**config.mk**
```make
export PLATFORM = sky130hd
export DESIGN_NAME = digit_bbox
export DESIGN_NICKNAME = d
export VERILOG_FILES = /design/src/rtl/digit_bbox_pkg.sv /design/src/rtl/digit_bbox_minmax.sv /design/src/rtl/digit_bbox.sv
export SDC_FILE = /design/constraint.sdc
export NUM_CORES = 1
export LEC_CHECK = 0
export CORE_AREA = 2 2 110 112
export CTS_CLUSTER_DIAMETER = 80
export DETAILED_ROUTE_END_ITERATION = 10
export DIE_AREA = 0 0 112 114
export PLACE_DENSITY_LB_ADDON = 0.12
export RECOVER_POWER = 50
export SLEW_MARGIN = 20
export SYNTH_ARGS = -nofsm -noshare
export SYNTH_HDL_FRONTEND = slang
export SYNTH_SLANG_ARGS = --single-unit
```
**constraint.sdc**
```tcl
create_clock -name pclk -period 2.4 [get_ports pclk]
set_clock_uncertainty 0.05 [all_clocks]
set_input_delay 0.24 -clock pclk [delete_from_list [all_inputs] [get_ports pclk]]
set_output_delay 0.24 -clock pclk [all_outputs]
set_load 0.02 [all_outputs]
```
**src/rtl/digit_bbox_pkg.sv**
```systemverilog
// Shared defaults for the number-recognition pipeline stages and the bbox FSM encoding.
package digit_bbox_pkg;

    localparam int unsigned DEF_H_ACTIVE   = 640;
    localparam int unsigned DEF_V_ACTIVE   = 480;
    localparam int unsigned DEF_XW         = 10;
    localparam int unsigned DEF_YW         = 9;
    localparam int unsigned DEF_CW         = 19;
    localparam int unsigned DEF_MIN_PIXELS = 64;

    typedef enum logic {
        SYNC  = 1'b0,
        ACCUM = 1'b1
    } state_e;

endpackage

```
**src/rtl/digit_bbox_minmax.sv**
```systemverilog
// Running min/max register pair; clear (or reset) reloads the init values.
module bbox_minmax #(
    parameter int unsigned    W        = 10,
    parameter logic [W-1:0]   INIT_MIN = '1,
    parameter logic [W-1:0]   INIT_MAX = '0
) (
    input  logic         clk_i,
    input  logic         rst_ni,
    input  logic         clr_i,
    input  logic         upd_i,
    input  logic [W-1:0] val_i,
    output logic [W-1:0] min_o,
    output logic [W-1:0] max_o
);

    always_ff @(posedge clk_i) begin
        if (!rst_ni || clr_i) begin
            min_o <= INIT_MIN;
            max_o <= INIT_MAX;
        end else if (upd_i) begin
            if (val_i < min_o) min_o <= val_i;
            if (val_i > max_o) max_o <= val_i;
        end
    end

endmodule

```
**src/rtl/digit_bbox.sv**
```systemverilog
// Per-frame bounding box, pixel count and found flag of the binarised foreground.
module digit_bbox
    import digit_bbox_pkg::*;
#(
    parameter int unsigned H_ACTIVE   = DEF_H_ACTIVE,
    parameter int unsigned V_ACTIVE   = DEF_V_ACTIVE,
    parameter int unsigned XW         = DEF_XW,
    parameter int unsigned YW         = DEF_YW,
    parameter int unsigned CW         = DEF_CW,
    parameter int unsigned MIN_PIXELS = DEF_MIN_PIXELS
) (
    input  logic          pclk,
    input  logic          rst_n,
    input  logic          vsync_i,
    input  logic          href_i,
    input  logic          binary_i,
    output logic          box_valid_o,
    output logic          found_o,
    output logic [XW-1:0] x0_o,
    output logic [XW-1:0] x1_o,
    output logic [YW-1:0] y0_o,
    output logic [YW-1:0] y1_o,
    output logic [CW-1:0] pix_cnt_o
);

    localparam logic [XW-1:0] X_END   = XW'(H_ACTIVE);
    localparam logic [YW-1:0] Y_END   = YW'(V_ACTIVE);
    localparam logic [CW-1:0] CNT_MIN = CW'(MIN_PIXELS);

    state_e        state_q;
    logic          vsync_q, href_q;
    logic [XW-1:0] x_q, x_d;
    logic [YW-1:0] y_q, y_d;
    logic [CW-1:0] cnt_q, cnt_d;
    logic [XW-1:0] xmin, xmax;
    logic [YW-1:0] ymin, ymax;
    logic          vs_rise, hr_fall, in_range, hit, found;

    assign vs_rise  = vsync_i & ~vsync_q;
    assign hr_fall  = ~href_i & href_q;
    assign in_range = href_i & (x_q < X_END) & (y_q < Y_END) & ~vsync_i;
    assign hit      = (state_q == ACCUM) & in_range & binary_i;
    assign found    = (cnt_q >= CNT_MIN);

    // x/y saturate one past the active area so overlong lines/frames stay out of range
    always_comb begin
        x_d = x_q;
        if (hr_fall)
            x_d = '0;
        else if (href_i && x_q != X_END)
            x_d = x_q + 1'b1;

        y_d = y_q;
        if (vs_rise)
            y_d = '0;
        else if (hr_fall && y_q != Y_END)
            y_d = y_q + 1'b1;

        cnt_d = cnt_q;
        if (vs_rise)
            cnt_d = '0;
        else if (hit && cnt_q != '1)
            cnt_d = cnt_q + 1'b1;
    end

    bbox_minmax #(
        .W        (XW),
        .INIT_MIN (XW'(H_ACTIVE - 1)),
        .INIT_MAX ('0)
    ) u_xmm (
        .clk_i  (pclk),
        .rst_ni (rst_n),
        .clr_i  (vs_rise),
        .upd_i  (hit),
        .val_i  (x_q),
        .min_o  (xmin),
        .max_o  (xmax)
    );

    bbox_minmax #(
        .W        (YW),
        .INIT_MIN (YW'(V_ACTIVE - 1)),
        .INIT_MAX ('0)
    ) u_ymm (
        .clk_i  (pclk),
        .rst_ni (rst_n),
        .clr_i  (vs_rise),
        .upd_i  (hit),
        .val_i  (y_q),
        .min_o  (ymin),
        .max_o  (ymax)
    );

    always_ff @(posedge pclk) begin
        if (!rst_n) begin
            state_q     <= SYNC;
            vsync_q     <= 1'b0;
            href_q      <= 1'b0;
            x_q         <= '0;
            y_q         <= '0;
            cnt_q       <= '0;
            box_valid_o <= 1'b0;
            found_o     <= 1'b0;
            x0_o        <= '0;
            x1_o        <= '0;
            y0_o        <= '0;
            y1_o        <= '0;
            pix_cnt_o   <= '0;
        end else begin
            vsync_q     <= vsync_i;
            href_q      <= href_i;
            x_q         <= x_d;
            y_q         <= y_d;
            cnt_q       <= cnt_d;
            box_valid_o <= 1'b0;
            case (state_q)
                SYNC: begin
                    if (vs_rise) state_q <= ACCUM;
                end
                ACCUM: begin
                    if (vs_rise) begin
                        box_valid_o <= 1'b1;
                        pix_cnt_o   <= cnt_q;
                        found_o     <= found;
                        x0_o        <= found ? xmin : '0;
                        x1_o        <= found ? xmax : '0;
                        y0_o        <= found ? ymin : '0;
                        y1_o        <= found ? ymax : '0;
                    end
                end
                default: state_q <= SYNC;
            endcase
        end
    end

endmodule
```
After elaboration in Yosys (flattened, before gate mapping)
Cells that the tools add are included.
{"block": "op_classes", "add_sub_neg": 3, "n_lt_le_gt_ge": 7, "eq_ne": 3, "mux": 6, "bitwise": 11, "reduce_logical": 13}
{"op": "10-bit 2-to-1 mux", "n": 2}
{"op": "19-bit by 1-bit adder with 19-bit output (second input constant)", "n": 1}
{"op": "19-bit by 7-bit >= comparator with 1-bit output (second input constant)", "n": 1}
{"op": "19-bit inequality test (second input constant)", "n": 1}
{"op": "9-bit 2-to-1 mux", "n": 2}
{"op": "2-bit AND reduction", "n": 6}
{"op": "10-bit by 1-bit adder with 10-bit output (second input constant)", "n": 1}
{"op": "10-bit greater-than comparator", "n": 1}
{"op": "10-bit < comparator", "n": 1}
{"op": "10-bit < comparator (second input constant)", "n": 1}
{"op": "10-bit inequality test (second input constant)", "n": 1}
{"op": "9-bit by 1-bit adder with 9-bit output (second input constant)", "n": 1}
{"op": "9-bit greater-than comparator", "n": 1}
{"op": "9-bit < comparator", "n": 1}
{"op": "9-bit < comparator (second input constant)", "n": 1}
{"op": "9-bit inequality test (second input constant)", "n": 1}
{"op": "1-bit AND", "n": 7}
{"op": "1-bit inverter", "n": 4}
{"op": "2-bit OR reduction", "n": 2}
{"op": "1-bit logical AND", "n": 3}
{"op": "1-bit 2-to-1 mux", "n": 2}
{"op": "1-bit zero test", "n": 1}
{"op": "1-bit logical OR", "n": 1}
{"block": "totals", "register_bits": 138, "out_inout_bits": 59}

Logic depth before layout (Yosys ltp)
Gate-level depths: netlist (run 1).
{"block": "logic_depth", "word_depth": 7, "depth_mapped": 8, "mapped_depth_nobuf": 7}

By module
From an unflattened synthesis (run 1), not the netlist that was laid out.
{"block": "hier_totals", "cells_unflattened": 727, "area_unflattened_um2": 6568.8}
{"mod": "digit_bbox", "instances": 1, "cells_per_inst": 444, "area_each_um2": 4097.7, "seq_area_each_um2": 2001.9}
{"mod": "bbox_minmax at u_xmm", "instances": 1, "cells_per_inst": 147, "area_each_um2": 1327.5, "seq_area_each_um2": 400.4}
{"mod": "bbox_minmax at u_ymm", "instances": 1, "cells_per_inst": 136, "area_each_um2": 1143.6, "seq_area_each_um2": 360.3}

Worst setup path before layout (run 1)
Ideal clock, no wire load.
{"block": "synth_timing", "kind": "reg2reg", "start": "register x_q[7]", "end": "register u_xmm.min_o[0]", "arrival_ns": 1.949, "required_time_ns": 2.230, "path_slack_ns": 0.281, "path_stages_with_launch": 8, "path_buffers": 1, "path_cell_list": "dfxtp_1 -> ha_1 -> a21o_1 -> a21o_1 -> a211o_1 -> a21o_1 -> buf_2 -> a211o_1"}
{"block": "synth_between", "elab_chain_len": 7}
{"item": "start: declaration", "line_no": "digit_bbox.sv:32", "text": "logic [XW-1:0] x_q, x_d;"}
{"item": "start signal: assignment", "line_no": "digit_bbox.sv:99", "text": "x_q <= '0;"}
{"item": "start signal: assignment", "line_no": "digit_bbox.sv:112", "text": "x_q <= x_d;"}
{"item": "10-bit < comparator", "line_no": "digit_bbox.sv:41", "text": "assign in_range = href_i & (x_q < X_END) & (y_q < Y_END) & ~vsync_i;"}
{"item": "1-bit AND (3 in series)", "line_no": "digit_bbox.sv:41"}
{"item": "1-bit AND (2 in series)", "line_no": "digit_bbox.sv:42", "text": "assign hit = (state_q == ACCUM) & in_range & binary_i;"}
{"item": "2-bit AND reduction (no source line) (*)"}
{"item": "end signal: assignment", "line_no": "digit_bbox_minmax.sv:21", "text": "if (val_i < min_o) min_o <= val_i;"}
{"item": "end: declaration", "line_no": "digit_bbox_minmax.sv:12", "text": "output logic [W-1:0] min_o,"}
Every way passes the cells marked *; elsewhere a longest branch is shown, timed or not.
A chain may end at the register's enable or synchronous reset.

Final worst setup path (run 1)
{"block": "layout_timing", "start": "register u_xmm.min_o[7]", "end": "register u_xmm.min_o[4]"}
{"block": "layout_between", "elab_chain_len": 2}
{"item": "10-bit < comparator", "line_no": "digit_bbox_minmax.sv:21"}
{"item": "2-bit AND reduction (no source line)"}
No other way between the ends.

==> results.rst, run 1 <==
.. list-table::
   :header-rows: 1

   * - Metric
     - Value
   * - Peak fanout along the critical path
     - 9
   * - Count of unresolved DRC violations after routing
     - 0
   * - Synthesized netlist net count
     - 765
   * - Worst min-delay path class
     - reg2reg
   * - Site Rows
     - 40
   * - Final slew viol count
     - 0
   * - Initial Util
     - 0.5559
   * - Die ar.
     - 0.01277 sq mm
   * - Detailed-routing wirelength on met1
     - 6770 um
   * - Die W
     - 112 um
   * - CP Data Arrival Time
     - 2.47 ns
   * - Hold buffer count at CTS
     - 0
   * - Number of buffers created by CTS
     - 17
   * - Critical Path End Type
     - flip-flop
   * - Routed len/inst
     - 15.76 um
   * - Commonest non-fill, non-tap cell in the layout
     - dfxtp_1
   * - Antenna violations before repair
     - 0
   * - Setup violation total in the final timing report
     - 0
   * - Wirelength, routed
     - 14970 um
   * - Post-DP HPWL
     - 10680 um
   * - Max-Cap Viols
     - 0
   * - Number of register bits inferred by synthesis
     - 138
   * - Vias in the first global route
     - 5233
   * - H-tree levels
     - 4
   * - Post CTS Setup Buffer Count
     - 0
   * - Leakage Power
     - 3.286 nW
   * - Post-route worst setup slack
     - 0.1548 ns
   * - Clock tree from TritonCTS
     - done
   * - Setup TNS Final
     - 0 ns
   * - Placer congestion estimate
     - 0.9073
   * - Met2 wire length
     - 7325 um
   * - Latest clock arrival within the worst-skew pair
     - 0.42 ns
   * - Total routing resource utilization after global routing
     - 0.2425
   * - Maximum vdd drop
     - 0.5082 mV
   * - Worst-case setup slack after placement
     - 0.07424 ns
   * - Uppermost metal layer occupied by signal nets
     - met4
   * - Resized cells post-CTS
     - 0
   * - Mapped Avg Cell Area
     - 9.067 sq um
   * - Sum of overflow across all layers after global routing
     - 0
   * - Slew at the pin closest to its max-slew limit
     - 0.7722 ns
   * - Syn-to-layout area delta
     - 23.29%
   * - Most used flip-flop cell after synthesis
     - dfxtp_1
   * - Result of the run
     - complete, no violations
   * - Clock sink count
     - 138
   * - Endpoints failing hold
     - 0
   * - Pre-antenna DRT Iters
     - 4
   * - Initial detailed-routing violation count
     - 298
   * - # nets final
     - 837
   * - CTS clock-pin slew for the worst setup and hold paths
     - 0.06 ns
   * - Top cell type's share of synthesized area
     - 0.4244
   * - Maximum clock frequency
     - 445.4 MHz
   * - Combined area of all synthesized cells
     - 0.006510 sq mm
   * - Share of flip-flops with an asynchronous set or reset after synthesis
     - 0
   * - Layout cells sized above 1
     - 0.08966
   * - Root buffer selected by CTS
     - clkbuf_16
   * - Core Footprint
     - 0.01171 sq mm
   * - Height of the die
     - 114 um
   * - Sequential fraction of the synthesis area
     - 0.4244
   * - Pin count of the biggest net entering global routing
     - 48
   * - Met3 Routed Length
     - 630 um
   * - Final period util
     - 0.9355
   * - Detailed-route via count
     - 5396
   * - Worst path required time
     - 2.63 ns
   * - Worst hold path depth
     - 2
   * - Post-synth cell types
     - 55
   * - Critical path type
     - reg2reg
   * - Number of flops mapped to enable cells by yosys
     - 0
   * - Yosys warns
     - 0
   * - Cell count after synthesis
     - 718
   * - Clock period minus worst slack
     - 2.245 ns
   * - Residual antenna-violating net count after detailed routing
     - 0
   * - Maximum number of buffers from clock root to sink
     - 2
   * - FF-to-FF path depth
     - 7
   * - Antenna fix cells
     - 0
   * - Cells taking the most area after synthesis
     - dfxtp_1 42%, ha_1 8.1%, a22oi_1 4.3%
   * - Type of element launching the critical path
     - flip-flop
   * - Vias per Instance
     - 5.680
   * - Wire length of the first global-routing pass
     - 25100 um
   * - Largest area contributor in the netlist
     - dfxtp_1
   * - Number of I/O port buffers
     - 63
   * - Commonest non-fill, non-tap cells in the layout
     - 137 x dfxtp_1, 72 x nand2_1, 61 x dlygate4sd3_1
   * - RSZ-0062 raised after global routing
     - false
   * - Relative max-transition margin
     - 0.4852
   * - Io pins
     - 64
   * - Power density relative to cell area
     - 641.4 mW/mm^2
[layout make-up]
cell class	count	area, sq um
Inverter	42	157.7
Clock buffer	26	529.3
Clock inverter	6	82.58
Timing Repair Buffer	96	894.6
Sequential cell	138	2764
Fill cell	978	3685
Multi-Input combinational cell	495	3415
Tap cell	147	183.9
[logic make-up after synthesis]
| logic type | count (synthesis) | share of synthesized area |
|---|---|---|
| AO/OA/AOI/OAI | 137 | 0.1589 |
| buffers and inverters | 85 | 0.05497 |
| XOR/XNOR | 31 | 0.04171 |
| multiplexers | 25 | 0.03844 |
| adder cells (fa/ha/maj) | 42 | 0.08072 |
| flip-flops | 138 | 0.4244 |
| AND/OR/NAND/NOR | 260 | 0.2008 |
[worst max-delay path, stage by stage (launching register included)]
cell and delay, ns:
dfxtp_1 0.38, inv_1 0.06, ha_1 0.31, a21o_1 0.17
a21o_1 0.17, a211o_1 0.39, a2111oi_0 0.48, a31oi_1 0.09
[synthesized netlist by cell type, types with 2 or more instances]
| master | count |
|---|---|
| nor2b_1 | 42 |
| buf_1 | 3 |
| nand4_1 | 20 |
| a21o_1 | 8 |
| o2111ai_1 | 5 |
| inv_1 | 42 |
| nor2_1 | 59 |
| nand2_1 | 73 |
| o31ai_1 | 7 |
| buf_6 | 4 |
| o21ai_0 | 6 |
| a31oi_1 | 9 |
| dfxtp_1 | 138 |
| clkbuf_1 | 29 |
| and3_1 | 8 |
| o211ai_1 | 5 |
| a21boi_0 | 19 |
| nor3_1 | 6 |
| a22oi_1 | 37 |
| or3_1 | 2 |
| buf_2 | 7 |
| nand3_1 | 17 |
| mux2i_1 | 25 |
| a211o_1 | 3 |
| a2111oi_0 | 7 |
| o21a_1 | 2 |
| nand2b_1 | 6 |
| a211oi_1 | 4 |
| nor4_1 | 6 |
| and2_1 | 7 |
| and4_1 | 6 |
| ha_1 | 42 |
| xor2_1 | 22 |
| xnor2_1 | 9 |
| a21oi_1 | 13 |
[path summary, 6_finish.rpt]
kind                  start        endpoint  slack (ns)
max          u_xmm.min_o[7]  u_xmm.min_o[4]        0.15
min           pix_cnt_o[11]   pix_cnt_o[11]        0.41
max reg2reg  u_xmm.min_o[7]  u_xmm.min_o[4]        0.15
min reg2reg   pix_cnt_o[11]   pix_cnt_o[11]        0.41
[through the flow]
stage / cells / cell area, sq um / power (mW) / hold WS, ns / utilization
floorplan: 718 / 6510 / 2.482 / 0.3117 / -
global placement: 918 / 7432 / 2.548 / 0.4002 / 0.6346
detailed placement: 918 / 7432 / 2.557 / 0.4060 / 0.6346
CTS: 950 / 8044 / 5.196 / 0.3903 / 0.6869
global route: 950 / 8026 / 5.312 / 0.4370 / 0.6854
finish: 950 / 8026 / 5.149 / 0.4094 / 0.6854
[state kept, by name, indices dropped and copies added, names as in the netlist, 10 cells and up]
name / flops
u_xmm.min_o: 10
pix_cnt_o: 19
x0_o: 10
cnt_q: 19
u_xmm.max_o: 10
x1_o: 10
x_q: 10
[power breakdown]
part | switching (mW) | leakage [nW] | total [mW] | internal, mW
clock network | 0.926 | 0.302 | 2.64 | 1.72
logic | 0.117 | 1.87 | 0.189 | 0.0716
registers | 0.0125 | 1.11 | 2.32 | 2.30
total | 1.06 | 3.29 | 5.15 | 4.09
[routing by layer]
layer | track usage | up-vias
li1 | - | 2677
met1 | 0.2962 | 2572
met2 | 0.4238 | 122
met3 | 0.05739 | 25
met4 | 0.08049 | 0
met5 | 0 | -
(Power assumes the default switching activity.)
==> run 2: changes to the inputs <==
--- a/config.mk
+++ b/config.mk
@@ -5,10 +5,10 @@
 export SDC_FILE = /design/constraint.sdc
 export NUM_CORES = 1
 export LEC_CHECK = 0
-export CORE_AREA = 2 2 110 112
+export CORE_AREA = 5 5 113 115
 export CTS_CLUSTER_DIAMETER = 80
 export DETAILED_ROUTE_END_ITERATION = 10
-export DIE_AREA = 0 0 112 114
+export DIE_AREA = 0 0 118 120
 export PLACE_DENSITY_LB_ADDON = 0.12
 export RECOVER_POWER = 50
 export SLEW_MARGIN = 20
==> results.rst, run 2 (same netlist as run 1, synthesis figures left out) <==
.. list-table::
   :header-rows: 1

   * - Metric
     - Value
   * - Result of the run
     - complete, no violations
   * - Peak fanout along the critical path
     - 9
   * - Hold buffer count at CTS
     - 0
   * - Wirelength, routed
     - 15490 um
   * - Power density relative to cell area
     - 631.6 mW/mm^2
   * - Met2 wire length
     - 7749 um
   * - Endpoint of the most critical register-to-register path
     - u_xmm.min_o[0]
   * - Number of buffers created by CTS
     - 17
   * - Routed len/inst
     - 16.31 um
   * - Height of the die
     - 120 um
   * - Io pins
     - 64
   * - Vias in the first global route
     - 5339
   * - Source of the worst register-to-register timing path
     - u_xmm.min_o[7]
   * - Largest regs
     - cnt_q x19, pix_cnt_o x19
   * - Clock period minus worst slack
     - 2.255 ns
   * - Maximum number of buffers from clock root to sink
     - 2
   * - Total placed instance area
     - 0.007440 sq mm
   * - Sum of overflow across all layers after global routing
     - 0
   * - Root buffer selected by CTS
     - clkbuf_16
   * - Number of I/O port buffers
     - 63
   * - RSZ-0062 raised after global routing
     - false
   * - Latest clock arrival within the worst-skew pair
     - 0.42 ns
   * - Layout cells sized above 1
     - 0.08966
   * - Post-DP HPWL
     - 11160 um
   * - Clock sink count
     - 138
   * - Total power consumption of the routed design
     - 5.047 mW
   * - Post-layout instance area
     - 0.007990 sq mm
   * - Worst hold slack
     - 0.4110 ns
   * - WHS Endpoint
     - pix_cnt_o[18]
   * - Type of element launching the critical path
     - flip-flop
   * - Critical path type
     - reg2reg
   * - Critical Path End Type
     - flip-flop
   * - Total routing resource utilization after global routing
     - 0.2214
   * - H-tree levels
     - 4
   * - Die ar.
     - 0.01416 sq mm
   * - Worst min-delay path class
     - reg2reg
   * - Initial Util
     - 0.5559
   * - Antenna fix cells
     - 0
   * - Resized cells post-CTS
     - 0
   * - Max-Cap Viols
     - 0
   * - Syn-to-layout area delta
     - 22.74%
   * - Detailed-routing wirelength on met1
     - 6856 um
   * - Uppermost metal layer occupied by signal nets
     - met4
   * - Vias per Instance
     - 5.678
   * - # nets final
     - 838
   * - Endpoints failing hold
     - 0
   * - Final slew viol count
     - 0
   * - Commonest non-fill, non-tap cells in the layout
     - 137 x dfxtp_1, 72 x nand2_1, 61 x dlygate4sd3_1
   * - Filler Cell Count
     - 940
   * - Residual antenna-violating net count after detailed routing
     - 0
   * - Clock tree from TritonCTS
     - done
   * - Met3 Routed Length
     - 614 um
   * - Pin count of the biggest net entering global routing
     - 48
   * - CP Data Arrival Time
     - 2.51 ns
   * - Worst path required time
     - 2.65 ns
   * - Maximum clock frequency
     - 443.5 MHz
   * - Final period util
     - 0.9396
   * - Leakage Power
     - 3.289 nW
   * - FF-to-FF path depth
     - 7
   * - Minimum setup slack among reg-to-reg paths
     - 0.15 ns
   * - Initial detailed-routing violation count
     - 303
   * - CTS clock-pin slew for the worst setup and hold paths
     - 0.05 ns
   * - Site Rows
     - 40
   * - First element of the critical path
     - u_xmm.min_o[7]
   * - Area used by sequential logic in the layout
     - 0.002764 sq mm
   * - Die W
     - 118 um
   * - Antenna violations before repair
     - 0
   * - Count of unresolved DRC violations after routing
     - 0
   * - Placer congestion estimate
     - 0.9089
   * - Commonest non-fill, non-tap cell in the layout
     - dfxtp_1
   * - Core Footprint
     - 0.01171 sq mm
   * - Setup violation total in the final timing report
     - 0
   * - Final core utilization
     - 0.6823
   * - Slew at the pin closest to its max-slew limit
     - 1.061 ns
   * - Maximum vdd drop
     - 0.5228 mV
   * - Multi-input logic area
     - 0.003401 sq mm
   * - Detailed-route via count
     - 5394
   * - Pre-antenna DRT Iters
     - 5
   * - Relative max-transition margin
     - 0.2924
   * - Wire length of the first global-routing pass
     - 25810 um
   * - Setup TNS Final
     - 0 ns
   * - Post CTS Setup Buffer Count
     - 0
   * - Worst hold path depth
     - 2
   * - Hold Startpoint
     - pix_cnt_o[18]
[run 2: per-layer routing]
layer	vias up	track usage
li1	2683	-
met1	2576	0.2650
met2	110	0.3762
met3	25	0.05278
met4	0	0.1011
met5	-	0
[run 2: worst max-delay path: stages (launching register included)]
cell and delay, ns:
dfxtp_1 0.38, inv_1 0.07, ha_1 0.32, a21o_1 0.17
a21o_1 0.18, a211o_1 0.41, a21o_1 0.27, a211o_1 0.31
[run 2: worst max-delay path by stage]
stage / endpoint / slack (ns)
after global placement: u_ymm.max_o[5] / 0.21
final: u_xmm.min_o[0] / 0.15
after floorplan: u_xmm.min_o[0] / 0.28
after detailed placement: u_xmm.min_o[1] / 0.11
after global routing: u_xmm.min_o[5] / 0.02
after CTS: u_xmm.min_o[1] / 0.11
[run 2: final cells by class]
cell class	instances	share of cell area
well taps	147	0.02302
clock buffers	23	0.06107
clock inverters	8	0.01159
flip-flops and latches	138	0.3459
repair buffers	97	0.1131
multi-input cells	495	0.4256
inverters	42	0.01973
[run 2: metrics by stage]
step,cells,setup slack (ns)
floorplan,718,0.2809
global placement,919,0.2078
detailed placement,919,0.1140
CTS,950,0.1056
global route,950,0.02048
finish,950,0.1450
[run 2: power breakdown]
part	switching (mW)	total, mW	internal, mW	leakage (nW)
registers	0.0131	2.32	2.30	1.11
clock network	0.921	2.54	1.62	0.289
logic	0.116	0.187	0.0713	1.89
==> run 3: changes to the inputs <==
--- a/config.mk
+++ b/config.mk
@@ -11,6 +11,8 @@
 export DIE_AREA = 0 0 118 120
 export PLACE_DENSITY_LB_ADDON = 0.12
 export RECOVER_POWER = 50
+export SETUP_SLACK_MARGIN = 0.2
+export SKIP_CTS_REPAIR_TIMING = 1
 export SLEW_MARGIN = 20
 export SYNTH_ARGS = -nofsm -noshare
 export SYNTH_HDL_FRONTEND = slang
==> results.rst, run 3 (same netlist as run 1, synthesis figures left out) <==
.. list-table::
   :header-rows: 1

   * - Metric
     - Value
   * - Io pins
     - 64
   * - Result of the run
     - complete, no violations
   * - Die W
     - 118 um
   * - CP Data Arrival Time
     - 2.41 ns
   * - Maximum clock frequency
     - 464.9 MHz
   * - Count of unresolved DRC violations after routing
     - 0
   * - CTS clock-pin slew for the worst setup and hold paths
     - 0.05 ns
   * - Height of the die
     - 120 um
   * - Final slew viol count
     - 0
   * - Maximum vdd drop
     - 0.5038 mV
   * - Post-DP HPWL
     - 11160 um
   * - Final period util
     - 0.8963
   * - Relative max-transition margin
     - 0.2288
   * - Met3 track demand over resource
     - 0.05278
   * - Die ar.
     - 0.01416 sq mm
   * - Pre-antenna DRT Iters
     - 4
   * - Routed len/inst
     - 16.26 um
   * - Root buffer selected by CTS
     - clkbuf_16
   * - Placer congestion estimate
     - 0.9089
   * - Max-Cap Viols
     - 0
   * - Sum of overflow across all layers after global routing
     - 0
   * - Type of element launching the critical path
     - primary input
   * - Post-route worst setup slack
     - 0.2490 ns
   * - Power density relative to cell area
     - 626.3 mW/mm^2
   * - Worst min-delay path class
     - in2reg
   * - Critical path type
     - in2reg
   * - Worst hold slack
     - 0.4083 ns
   * - Wire length of the first global-routing pass
     - 25810 um
   * - Vias in the first global route
     - 5339
   * - Layout cells sized above 1
     - 0.1059
   * - Antenna fix cells
     - 0
   * - FF-to-FF path depth
     - 7
   * - Latest clock arrival within the worst-skew pair
     - 0.42 ns
   * - Critical Path End Type
     - flip-flop
   * - Peak fanout along the critical path
     - 22
   * - Leakage Power
     - 3.312 nW
   * - Number of buffers created by CTS
     - 17
   * - Clock period minus worst slack
     - 2.151 ns
   * - Setup violation total in the final timing report
     - 0
   * - Total placed instance area
     - 0.007440 sq mm
   * - Slew at the pin closest to its max-slew limit
     - 1.157 ns
   * - Cell Count, Final, Fillers Out
     - 950
   * - Site Rows
     - 40
   * - Worst-case setup slack after placement
     - 0.1140 ns
   * - Endpoints failing hold
     - 0
   * - Core Footprint
     - 0.01171 sq mm
   * - Syn-to-layout area delta
     - 23.97%
   * - Commonest non-fill, non-tap cell in the layout
     - dfxtp_1
   * - Slowest stage cell on the critical path
     - nand2b_1
   * - Post-layout instance area
     - 0.008070 sq mm
   * - Worst path cell trace
     - clkdlybuf4s50_1, nor2b_1, nand2b_1, clkbuf_2, nor2_1
   * - Pin count of the biggest net entering global routing
     - 48
   * - Maximum single-stage delay on the critical path
     - 0.92 ns
   * - RSZ-0062 raised after global routing
     - false
   * - Placed instance count
     - 919
   * - Global-route met1 utilization
     - 0.2650
   * - Wirelength, routed
     - 15450 um
   * - Vias per Instance
     - 5.713
   * - Setup TNS Final
     - 0 ns
   * - H-tree levels
     - 4
   * - Total power consumption of the routed design
     - 5.055 mW
   * - Clock tree from TritonCTS
     - done
   * - Worst path required time
     - 2.66 ns
   * - Total routing resource utilization after global routing
     - 0.2214
   * - Initial detailed-routing violation count
     - 329
   * - Commonest non-fill, non-tap cells in the layout
     - 136 x dfxtp_1, 72 x nand2_1, 60 x dlygate4sd3_1
   * - Residual antenna-violating net count after detailed routing
     - 0
   * - Detailed-route via count
     - 5427
   * - Final core utilization
     - 0.6891
   * - Number of I/O port buffers
     - 63
   * - Initial Util
     - 0.5559
   * - Largest regs
     - cnt_q x19, pix_cnt_o x19
   * - Maximum number of buffers from clock root to sink
     - 2
   * - Antenna violations before repair
     - 0
   * - Clock sink count
     - 138
   * - Worst hold path depth
     - 2
   * - Layer with the highest usage
     - met2
   * - Met2 usage in global routing
     - 0.3762
   * - # nets final
     - 838
run 3: critical path, delay by kind of cell:
kind          cells  cell delay (ns)
buf+inv           2             0.88
simple gates      3             1.28
run 3: routing by layer:
metal	vias up	part of all wire	wire length (um)
met5	-	0	0
met4	0	0.027	418
met3	39	0.043	658
met2	144	0.49	7565
met1	2564	0.44	6803
li1	2680	-	-
run 3: final cells by class:
type	count	area (sq um)
fill	927	3641
multi-input combinational	495	3472
sequential	138	2765
timing repair buffer	97	910.9
clock buffer	23	488.0
tap	147	183.9
inverter	42	157.7
clock inverter	8	92.59
run 3: power breakdown:
part,internal [mW],switching [mW],leakage (nW)
Sequential,2.30,0.0133,1.11
Clock,1.62,0.924,0.289
Combinational,0.0748,0.118,1.91
Total,4.00,1.05,3.31
run 3: final timing paths:
path	start	to	slack (ns)
worst max-delay path	vsync_i	cnt_q[10]	0.25
worst min-delay path	vsync_i	vsync_q	0.41
worst max register to register	u_xmm.min_o[7]	u_xmm.min_o[3]	0.25
worst min register to register	pix_cnt_o[18]	pix_cnt_o[18]	0.41
